File: config.mk
export PLATFORM = sky130hd
export DESIGN_NAME = ee354_gcd_arbiter
export DESIGN_NICKNAME = d
export VERILOG_FILES = /design/src/rtl/ee354_gcd_arbiter_pkg.sv /design/src/rtl/ee354_gcd_arbiter_rr_picker.sv /design/src/rtl/ee354_gcd_arbiter.sv
export SDC_FILE = /design/constraint.sdc
export NUM_CORES = 1
export LEC_CHECK = 0
export CORE_MARGIN = 2
export CORE_UTILIZATION = 41
export CTS_CLUSTER_SIZE = 20
export DETAILED_ROUTE_END_ITERATION = 16
export PLACE_DENSITY_LB_ADDON = 0.12
export SYNTH_ARGS = -nofsm -noshare
export SYNTH_HDL_FRONTEND = slang
export SYNTH_HIERARCHICAL = 1
export SYNTH_SLANG_ARGS = --single-unit
export TNS_END_PERCENT = 20
File: constraint.sdc
create_clock -name Clk -period 3 [get_ports Clk]
set_input_delay 0.45 -clock Clk [delete_from_list [all_inputs] [get_ports Clk]]
set_output_delay 0.45 -clock Clk [all_outputs]
set_load 0.05 [all_outputs]
File: src/rtl/ee354_gcd_arbiter_pkg.sv
// Shared definitions for the GCD arbiter slice: arbiter state encoding,
// datapath width, requester index width and a small index helper.
package ee354_gcd_arbiter_pkg;

    // Operand and result width of the shared GCD core.
    localparam int DATA_W = 8;

    // Requester index width. Three bits cover the largest supported NUM_REQ of 8.
    localparam int IDX_W = 3;

    // One-hot arbiter states.
    typedef enum logic [4:0] {
        ARB_IDLE  = 5'b00001,
        ARB_START = 5'b00010,
        ARB_WAIT  = 5'b00100,
        ARB_ACK   = 5'b01000,
        ARB_ZERO  = 5'b10000
    } arb_state_t;

    // (base + offset) mod n, for base < n and offset <= n.
    function automatic logic [IDX_W-1:0] wrap_idx(input logic [IDX_W-1:0] base,
                                                  input int offset,
                                                  input int n);
        int sum;
        sum = int'(base) + offset;
        if (sum >= n) begin
            sum = sum - n;
        end
        return IDX_W'(sum);
    endfunction

endpackage

File: src/rtl/ee354_gcd_arbiter_rr_picker.sv
// Combinational round-robin picker. Scans Req starting one past the
// last-served pointer and wraps; the first set request wins.
module ee354_rr_picker
    import ee354_gcd_arbiter_pkg::*;
#(
    parameter int NUM_REQ = 4
) (
    input  logic [NUM_REQ-1:0] req,
    input  logic [IDX_W-1:0]   ptr,
    output logic               any,
    output logic [NUM_REQ-1:0] win_oh,
    output logic [IDX_W-1:0]   win_idx
);

    // Walk the candidates in priority order (ptr+1, ptr+2, ..., ptr) and keep the first hit.
    always_comb begin
        any     = 1'b0;
        win_oh  = '0;
        win_idx = '0;
        for (int i = 1; i <= NUM_REQ; i++) begin
            for (int j = 0; j < NUM_REQ; j++) begin
                if (!any && req[j] && (wrap_idx(ptr, i, NUM_REQ) == IDX_W'(j))) begin
                    any       = 1'b1;
                    win_oh[j] = 1'b1;
                    win_idx   = IDX_W'(j);
                end
            end
        end
    end

endmodule

File: src/rtl/ee354_gcd_arbiter.sv
// Round-robin front end that shares a single ee354 GCD core among NUM_REQ
// requesters. It latches the winner's operands, drives the core's Start/Ack
// handshake, counts the core's compute cycles and returns Result/Cycles to the
// winner with a one-cycle Done strobe. Zero operands bypass the core entirely.
//
// Handshake summary: a requester raises Req[i] and holds it until it sees
// Done[i]; Done[i] is a single-cycle strobe and Result/Cycles are valid in that
// cycle and held until the next strobe. Toward the core, Core_Start is held
// until the core leaves q_I, and Core_Ack is held for one CEN-enabled cycle
// while the core sits in q_Done.
module ee354_gcd_arbiter
    import ee354_gcd_arbiter_pkg::*;
#(
    parameter int NUM_REQ = 4,  // 2..8
    parameter int CNT_W   = 16
) (
    input  logic                      Clk,
    input  logic                      Reset,
    input  logic                      CEN,
    input  logic [NUM_REQ-1:0]        Req,
    input  logic [DATA_W*NUM_REQ-1:0] Ain_bus,
    input  logic [DATA_W*NUM_REQ-1:0] Bin_bus,
    output logic [NUM_REQ-1:0]        Grant,
    output logic [NUM_REQ-1:0]        Done,
    output logic [DATA_W-1:0]         Result,
    output logic [CNT_W-1:0]          Cycles,
    output logic                      Busy,
    output logic                      Core_Start,
    output logic                      Core_Ack,
    output logic [DATA_W-1:0]         Core_Ain,
    output logic [DATA_W-1:0]         Core_Bin,
    input  logic                      Core_q_I,
    input  logic                      Core_q_Done,
    input  logic [DATA_W-1:0]         Core_GCD,
    output logic [4:0]                State_dbg
);

    arb_state_t           state, next_state;
    logic [IDX_W-1:0]     ptr;
    logic [IDX_W-1:0]     win_idx;
    logic [CNT_W-1:0]     cnt;

    logic                 pick_any;
    logic [NUM_REQ-1:0]   pick_oh;
    logic [IDX_W-1:0]     pick_idx;
    logic [DATA_W-1:0]    sel_a, sel_b;
    logic                 sel_zero;

    ee354_rr_picker #(
        .NUM_REQ (NUM_REQ)
    ) u_picker (
        .req     (Req),
        .ptr     (ptr),
        .any     (pick_any),
        .win_oh  (pick_oh),
        .win_idx (pick_idx)
    );

    // Route the candidate winner's operand slices to the latch inputs.
    always_comb begin
        sel_a = '0;
        sel_b = '0;
        for (int i = 0; i < NUM_REQ; i++) begin
            if (pick_idx == IDX_W'(i)) begin
                sel_a = Ain_bus[i*DATA_W +: DATA_W];
                sel_b = Bin_bus[i*DATA_W +: DATA_W];
            end
        end
        sel_zero = (sel_a == '0) || (sel_b == '0);
    end

    // State register; frozen while CEN is low, Reset always wins.
    always_ff @(posedge Clk) begin
        if (Reset) begin
            state <= ARB_IDLE;
        end else if (CEN) begin
            state <= next_state;
        end
    end

    // Next-state logic and Moore outputs toward the core and requesters.
    always_comb begin
        next_state = state;
        Core_Start = 1'b0;
        Core_Ack   = 1'b0;
        Done       = '0;
        Busy       = (state != ARB_IDLE);
        State_dbg  = state;
        case (state)
            ARB_IDLE: begin
                if (pick_any) begin
                    next_state = sel_zero ? ARB_ZERO : ARB_START;
                end
            end
            ARB_START: begin
                Core_Start = 1'b1;
                if (!Core_q_I) begin
                    next_state = ARB_WAIT;
                end
            end
            ARB_WAIT: begin
                if (Core_q_Done) begin
                    next_state = ARB_ACK;
                end
            end
            ARB_ACK: begin
                Core_Ack   = 1'b1;
                next_state = ARB_IDLE;
                if (CEN && !Reset) begin
                    Done = Grant;
                end
            end
            ARB_ZERO: begin
                next_state = ARB_IDLE;
                if (CEN && !Reset) begin
                    Done = Grant;
                end
            end
            default: begin
                next_state = ARB_IDLE;
            end
        endcase
    end

    // Grant, pointer, operand latches, result registers and the compute counter.
    // The counter starts at 1 on the edge that moves us into ARB_WAIT because
    // the core already spent that CEN edge computing after leaving q_I.
    always_ff @(posedge Clk) begin
        if (Reset) begin
            ptr      <= IDX_W'(NUM_REQ - 1);
            win_idx  <= '0;
            Grant    <= '0;
            Result   <= '0;
            Cycles   <= '0;
            cnt      <= '0;
            Core_Ain <= '0;
            Core_Bin <= '0;
        end else if (CEN) begin
            case (state)
                ARB_IDLE: begin
                    if (pick_any) begin
                        win_idx  <= pick_idx;
                        Grant    <= pick_oh;
                        Core_Ain <= sel_a;
                        Core_Bin <= sel_b;
                        if (sel_zero) begin
                            Result <= '0;
                            Cycles <= '0;
                        end
                    end
                end
                ARB_START: begin
                    cnt <= Core_q_I ? '0 : CNT_W'(1);
                end
                ARB_WAIT: begin
                    if (Core_q_Done) begin
                        Result <= Core_GCD;
                        Cycles <= cnt;
                    end else if (cnt != {CNT_W{1'b1}}) begin
                        cnt <= cnt + CNT_W'(1);
                    end
                end
                ARB_ACK, ARB_ZERO: begin
                    Grant <= '0;
                    ptr   <= win_idx;
                end
                default: begin
                    Grant <= '0;
                end
            endcase
        end
    end

endmodule

Yosys cells after proc, flatten, opt, wreduce, memory -nomap -nowiden. Cells that the tools add are included.

Flip-flop bits (word level): 71. Output and inout port bits: 56. Word-level logic and storage cells: 198.

Add/sub/neg operators: 9. Order comparisons: 4. Eq/ne operators: 28. Mux-type cells: 81. Bitwise gates (word level): 1. Reductions and logical operators: 66.

Operator list (number): $mux W8 (11); $mux W16 (5); $pmux W16 S2 (2); $mux W1 (35); $logic_and A1 B1 Y1 (32); $eq A3 B2 Y1 const B (10); $mux W2 (14); $mux W5 (4); $add A16 B1 Y16 const B (1); $ge A4 B3 Y1 const B (4); $logic_not A1 Y1 (16); $logic_not A8 Y1 (2); $ne A16 B16 Y1 const B (1); $pmux W8 S2 (1); $eq A3 B1 Y1 const B (5); $logic_not A3 Y1 (5); $pmux W5 S3 (1); $mux W3 (4); $mux W4 (3); $ne A2 B2 Y1 const B (6); $sub A3 B3 Y3 const B (4); $add A3 B2 Y4 const B (2); $pmux W4 S2 (1); $reduce_and A4 Y1 (2); other kinds (15) (18).

Logic depth before layout (Yosys ltp).
Depth after elaboration: 76. Mapped depth: 17. Depth with buffers taken out: 13.

By module. The synthesis kept the hierarchy.

By module, submodules not included: ee354_gcd_arbiter (times used 1, cells an instance 424, area each 3686.0 um^2, sequential area each 1421.4 um^2); ee354_rr_picker (times used 1, cells an instance 41, area each 275.3 um^2, sequential area each 0.0 um^2).

Worst setup path after synthesis. OpenSTA, ideal clock, no wires.

Kind: register to register. Start point: register ptr[1]. End point: register state[1], in the netlist State_dbg[1]. Setup time: 116 ps. Arrival time: 3034 ps. Slack: -151 ps. Cell stages (with the launch flop): 16. Path buffers: 3. Period minus slack after synthesis: 3151 ps. Cell sequence: dfxtp_1 > buf_4 > nand2_1 > inv_1 > ha_1 > nand3b_1 > a21boi_0 > or3_4 > o311ai_1 > buf_2 > buf_4 > mux4_2 > o41ai_1 > nand3_1 > and2_1 > a41o_1.

Word-level cells in the longest chain between the ends: 76. Elaborated cells between the ends (all ways): 129.

RTL lines: from (decl) (RTL line ee354_gcd_arbiter.sv:39) `logic [IDX_W-1:0] ptr;`; from (signal assigned) (RTL line ee354_gcd_arbiter.sv:130) `ptr <= IDX_W'(NUM_REQ - 1);`; from (signal assigned) (RTL line ee354_gcd_arbiter.sv:165) `ptr <= win_idx;`; $add A3 B1 Y4 (RTL line ee354_gcd_arbiter_pkg.sv:25) `sum = int'(base) + offset;`; $ge A4 B3 Y1 or $sub A3 B3 Y3 (tied branches) (RTL line ee354_gcd_arbiter_pkg.sv:26, ee354_gcd_arbiter_pkg.sv:27); $mux W3 (RTL line ee354_gcd_arbiter_pkg.sv:26) `if (sum >= n) begin`; $logic_not A3 Y1 (RTL line ee354_gcd_arbiter_rr_picker.sv:22) `if (!any && req[j] && (wrap_idx(ptr, i, NUM_REQ) == IDX_W'(j))) begin`; $logic_and A1 B1 Y1 (RTL line ee354_gcd_arbiter_rr_picker.sv:22); $mux W1 (RTL line ee354_gcd_arbiter_rr_picker.sv:22); $logic_not A1 Y1 (RTL line ee354_gcd_arbiter_rr_picker.sv:22); $logic_and A1 B1 Y1 (2 in a row) (RTL line ee354_gcd_arbiter_rr_picker.sv:22); [... 57 more ...]; net pick_idx[1] (RTL line ee354_gcd_arbiter.sv:45) `logic [IDX_W-1:0] pick_idx;`; $logic_not A3 Y1 (RTL line ee354_gcd_arbiter.sv:64) `if (pick_idx == IDX_W'(i)) begin`; $mux W8 (4 in a row) (RTL line ee354_gcd_arbiter.sv:64); $logic_not A8 Y1 (RTL line ee354_gcd_arbiter.sv:69) `sel_zero = (sel_a == '0) || (sel_b == '0);`; $logic_or A1 B1 Y1 (*) (RTL line ee354_gcd_arbiter.sv:69); $mux W5 (*) (RTL line ee354_gcd_arbiter.sv:92) `next_state = sel_zero ? ARB_ZERO : ARB_START;`; $mux W5 (*) (RTL line ee354_gcd_arbiter.sv:91) `if (pick_any) begin`; $pmux W5 S3 (*) (RTL line ee354_gcd_arbiter.sv:89) `case (state)`; to (signal assigned) (RTL line ee354_gcd_arbiter.sv:77) `state <= next_state;`; to (decl) (RTL line ee354_gcd_arbiter.sv:38) `arb_state_t state, next_state;`.

The timed path passes the listed nets; every way through them passes the cells marked *. The select of a mux whose other input is x is not followed. A chain may end at the register's enable or synchronous reset.

Worst setup path after layout.
Start point: input port Req[3]. End point: register Cycles[15].

Word-level cells in the longest chain between the ends: 60. Elaborated cells between the ends (all ways): 82.

RTL lines: from (decl) (RTL line ee354_gcd_arbiter.sv:20) `input logic [NUM_REQ-1:0] Req,`; $logic_and A1 B1 Y1 (2 in a row) (RTL line ee354_gcd_arbiter_rr_picker.sv:22); $mux W1 (RTL line ee354_gcd_arbiter_rr_picker.sv:22); $logic_not A1 Y1 (RTL line ee354_gcd_arbiter_rr_picker.sv:22); $logic_and A1 B1 Y1 (2 in a row) (RTL line ee354_gcd_arbiter_rr_picker.sv:22); $mux W1 (RTL line ee354_gcd_arbiter_rr_picker.sv:22); $logic_not A1 Y1 (RTL line ee354_gcd_arbiter_rr_picker.sv:22); $logic_and A1 B1 Y1 (2 in a row) (RTL line ee354_gcd_arbiter_rr_picker.sv:22); $mux W1 (RTL line ee354_gcd_arbiter_rr_picker.sv:22); [... 39 more ...]; $mux W2 (*) (RTL line ee354_gcd_arbiter_rr_picker.sv:22); net pick_idx[1] (RTL line ee354_gcd_arbiter.sv:45); $logic_not A3 Y1 (RTL line ee354_gcd_arbiter.sv:64); $mux W8 (4 in a row) (RTL line ee354_gcd_arbiter.sv:64); $logic_not A8 Y1 (RTL line ee354_gcd_arbiter.sv:69); $logic_or A1 B1 Y1 (*) (RTL line ee354_gcd_arbiter.sv:69); $ne A2 B2 Y1 (no line) (*); $reduce_and A5 Y1 (no line) (*); to (signal assigned) (RTL line ee354_gcd_arbiter.sv:158) `Cycles <= cnt;`; to (decl) (RTL line ee354_gcd_arbiter.sv:26) `output logic [CNT_W-1:0] Cycles,`.

The timed path passes the listed nets; every way through them passes the cells marked *.

==> results.py <==
metrics = {
    "synth": {
        "ys_seq_elements": 71,
        "syn_avg_cell_area_um2": 8.519,
        "yosys-top-cells-area": "dfxtp_1, a32oi_1, nand2_1, mux4_2, nor2_1",
        "synthDistinctLibCells": 65,
        "synth_ff_type": "dfxtp_1",
        "synth_top_area_cell": "dfxtp_1",
        "yosysSeqAreaShare_pct": 35.88,
        "syn_inst": 465,
        "ys_warn_count": 6,
        "synth-edff-count": 0,
        "synth_top_area_share_pct": 35.88,
        "synth_nets": 548,
        "async_flop_share_pct": 0,
        "netlist_area_um2": 3961,
    },
    "run_status": {
        "violations": "setup timing",
        "status": "complete, but fails checks",
    },
    "route": {
        "wl_per_cell_um": 16.05,
        "ant_nets": 0,
        "vias": 4279,
        "wirelength_mm": 12.49,
        "first_iter_violations": 137,
        "routed_via_density": 5.500,
        "drc": 0,
        "dr.pass1.iters": 5,
    },
    "die": {
        "core_um2": 9328,
        "io_pins": 137,
        "start_util_pct": 42.47,
        "rows": 35,
        "dieArea_um2": 10460,
        "die_w_um": 102.3,
        "die_y_um": 102.3,
    },
    "placed_design": {
        "gp_congestion": 0.9141,
        "hpwl_mm": 8.868,
        "port_buffers": 136,
    },
    "final_layout": {
        "fill_cells": 760,
        "nets": 727,
        "final_core_util_pct": 69.31,
        "drive_gt1_share_pct": 24.35,
        "area_growth_pct": 63.20,
        "n_antenna_cell": 0,
    },
    "grt": {
        "grt_overflow": 0,
        "grt_pass1_vias": 4032,
        "antenna_found_initial": 0,
        "grt_first_pass_wirelength_mm": 18.58,
        "grt_util_all_layers_pct": 22.27,
        "grt_max_degree": 43,
    },
    "setup_path": {
        "worst_setup_path_start_kind": "primary input",
        "critical_path_class": "in -> reg",
        "end_kind": "register",
        "crit_required_ps": 3230,
        "r2r_slack_ps": -230,
        "reg2reg_from": "ptr[0]",
        "rr_worst_depth": 16,
        "arrival_ps": 3470,
        "r2r_end": "Cycles[15]",
        "cp_max_fo": 10,
    },
    "min_path": {
        "min_from": "Core_Ain[1]",
        "worstHoldPathType": "reg -> reg",
        "holdPathEnd": "Core_Ain[1]",
        "hold_depth": 2,
    },
    "clocking": {
        "clk_pin_slew_worst_paths_ps": 80,
        "htree_levels": 3,
        "root_buffer": "clkbuf_8",
        "cts_hold_buf": 0,
        "cts_sinks": 71,
        "cts_buffers": 9,
        "clk_latency_ps": 340,
        "cts_buffer_depth": 2,
        "cts_tree": "yes",
    },
    "timing": {
        "fin_worst_skew_ps": 11.52,
        "holdWs_ps": 455.5,
        "finalMaxSlewViolations": 0,
        "hold_viol": 0,
        "fin_ws_ps": -245.6,
        "tns_ps": -5630,
        "worst_pin_slew_ps": 553.4,
        "max_slew_margin_pct": 62.99,
        "rsz0062_at_grt": "true",
        "fin_crit_sh_pct": 108.2,
        "setup_viol_count_final": 26,
        "period_minus_slack_ps": 3246,
        "fmaxAchievable_mhz": 308.1,
    },
    "power_and_ir_drop": {
        "combPwrFrac_pct": 33.0,
        "p_int_w": 0.001800,
        "power.leakage_nw": 2.386,
        "p_sw_w": 0.0008588,
        "ir_drop_uv": 203.0,
        "swShare_pct": 32.30,
        "p_per_area_nw_per_um2": 411.3,
        "finalPower_w": 0.002659,
        "power_frac_clock_pct": 29.4,
        "seqPwrFrac_pct": 37.5,
    },
    "flow_run": {
        "cap_viol_max_count": 0,
    },
}
==> registers in the layout, summed over array words and instances, names as in the netlist <==
| register | cells |
|---|---|
| Core_Ain | 8 |
| Core_Bin | 8 |
| Cycles | 16 |
| Grant | 4 |
| Result | 8 |
| State_dbg | 5 |
| cnt | 16 |
| ptr | 3 |
| win_idx | 3 |
==> power groups by stage <==
stage	Combinational, W	Sequential [W]	Clock (W)
3_5_place_dp	0.000737	0.00102	0
6_report	0.000879	0.000997	0.000783
2_1_floorplan	0.000327	0.00111	0
5_1_grt	0.000930	0.00100	0.000838
4_1_cts	0.000751	0.000998	0.000794
3_3_place_gp	0.000730	0.00102	0
==> synthesized netlist by cell type, drive strengths merged (8+ instances only) <==
cell type / n
dfxtp: 71
o21ai: 31
nor2: 46
nor3: 19
xnor2: 13
inv: 15
a211oi: 8
mux4: 8
mux2i: 14
nand3: 21
a21oi: 18
nor4: 9
clkbuf: 15
nand2: 52
a32oi: 26
buf: 17
==> cells by family (layout without fill, tap and decap cells) <==
| family | Yosys count | after routing | synth area share [%] |
|---|---|---|---|
| xor+xnor | 14 | 14 | 3.095 |
| mux | 24 | 24 | 8.654 |
| compound gates | 114 | 114 | 20.59 |
| buf+inv | 47 | 231 | 5.527 |
| simple gates | 192 | 192 | 25.52 |
| other cells | 1 | 1 | 0.09467 |
| fa+ha+maj | 2 | 2 | 0.6316 |
| flops | 71 | 71 | 35.88 |
==> per-stage QoR <==
step                std cells  setup slack, ps  cell area (um^2)
CTS                       764           -217.3              6101
detailed placement        746           -666.8              5836
finish                    778           -245.6              6465
global route              778           -358.8              6465
floorplan                 465           -35.96              4001
global placement          746           -656.5              5836
==> final cells by class <==
type,count,area (um^2),share of cell area (%)
clock buffers,10,137.6,2.129
clock inverters,6,68.82,1.064
inverters,15,56.30,0.8709
multi-input cells,347,2567,39.71
flip-flops and latches,71,1424,22.02
well taps,129,161.4,2.497
repair buffers,200,2049,31.70
==> cell usage in the layout, fill, tap and decap left out, types with 3 or more instances in the layout <==
cell type,instances
mux2i_1,12
o21ai_1,16
a32oi_1,26
clkbuf_16,3
xnor2_1,13
nor2_1,45
buf_4,49
nor4b_1,3
nor3b_1,5
nand4_1,4
nand2_1,51
buf_12,11
a31oi_1,6
a21oi_1,16
clkbuf_8,10
a211oi_2,3
and3_1,4
a211oi_1,5
clkdlybuf4s50_1,130
and2_1,4
nor3_1,16
buf_6,4
nor4_2,3
nor4_1,5
nand3_1,18
nand3b_1,3
mux4_2,8
dfxtp_1,69
o211ai_1,5
inv_1,10
nor2b_1,5
o21ai_2,13
inv_2,5
==> worst max-delay path by stage <==
| stage | from | slack, ps | to |
|---|---|---|---|
| 2_1_floorplan | ptr[1] | -40 | State_dbg[1] |
| 3_3_place_gp | Req[2] | -660 | Cycles[3] |
| 3_5_place_dp | Req[2] | -670 | Cycles[2] |
| 4_1_cts | ptr[0] | -220 | Cycles[0] |
| 5_1_grt | Req[3] | -360 | Cycles[12] |
| 6_report | Req[3] | -250 | Cycles[15] |
==> metal layers <==
metal  GRT usage, %  vias up  wire length [um]
met5              0        -                 0
met4          6.769        0               176
met3          4.788       16               842
met2          38.87      174              6304
met1          27.54     2005              5163
li1               -     2084                 -
==> timing repair <==
item,4_1_cts,5_1_grt
gates cloned,0,4
pin swaps,3,30
hold endpoints to repair,0,0
gates resized for setup,6,49
buffers inserted,2,10
setup endpoints to repair,26,27
==> worst max-delay path, cell delays in order <==
cell             delay, ps
clkdlybuf4s50_1        430
nor2b_4                150
a31oi_1                140
o211ai_1               180
buf_4                  200
o311ai_4               320
buf_12                 170
buf_12                 140
mux2i_1                220
o21ai_0                160
o21ai_1                250
o2111ai_2              210
nand3_4                200
clkbuf_16              180
o21ai_1                 70
No activity file was read; power rests on OpenSTA's default activity.
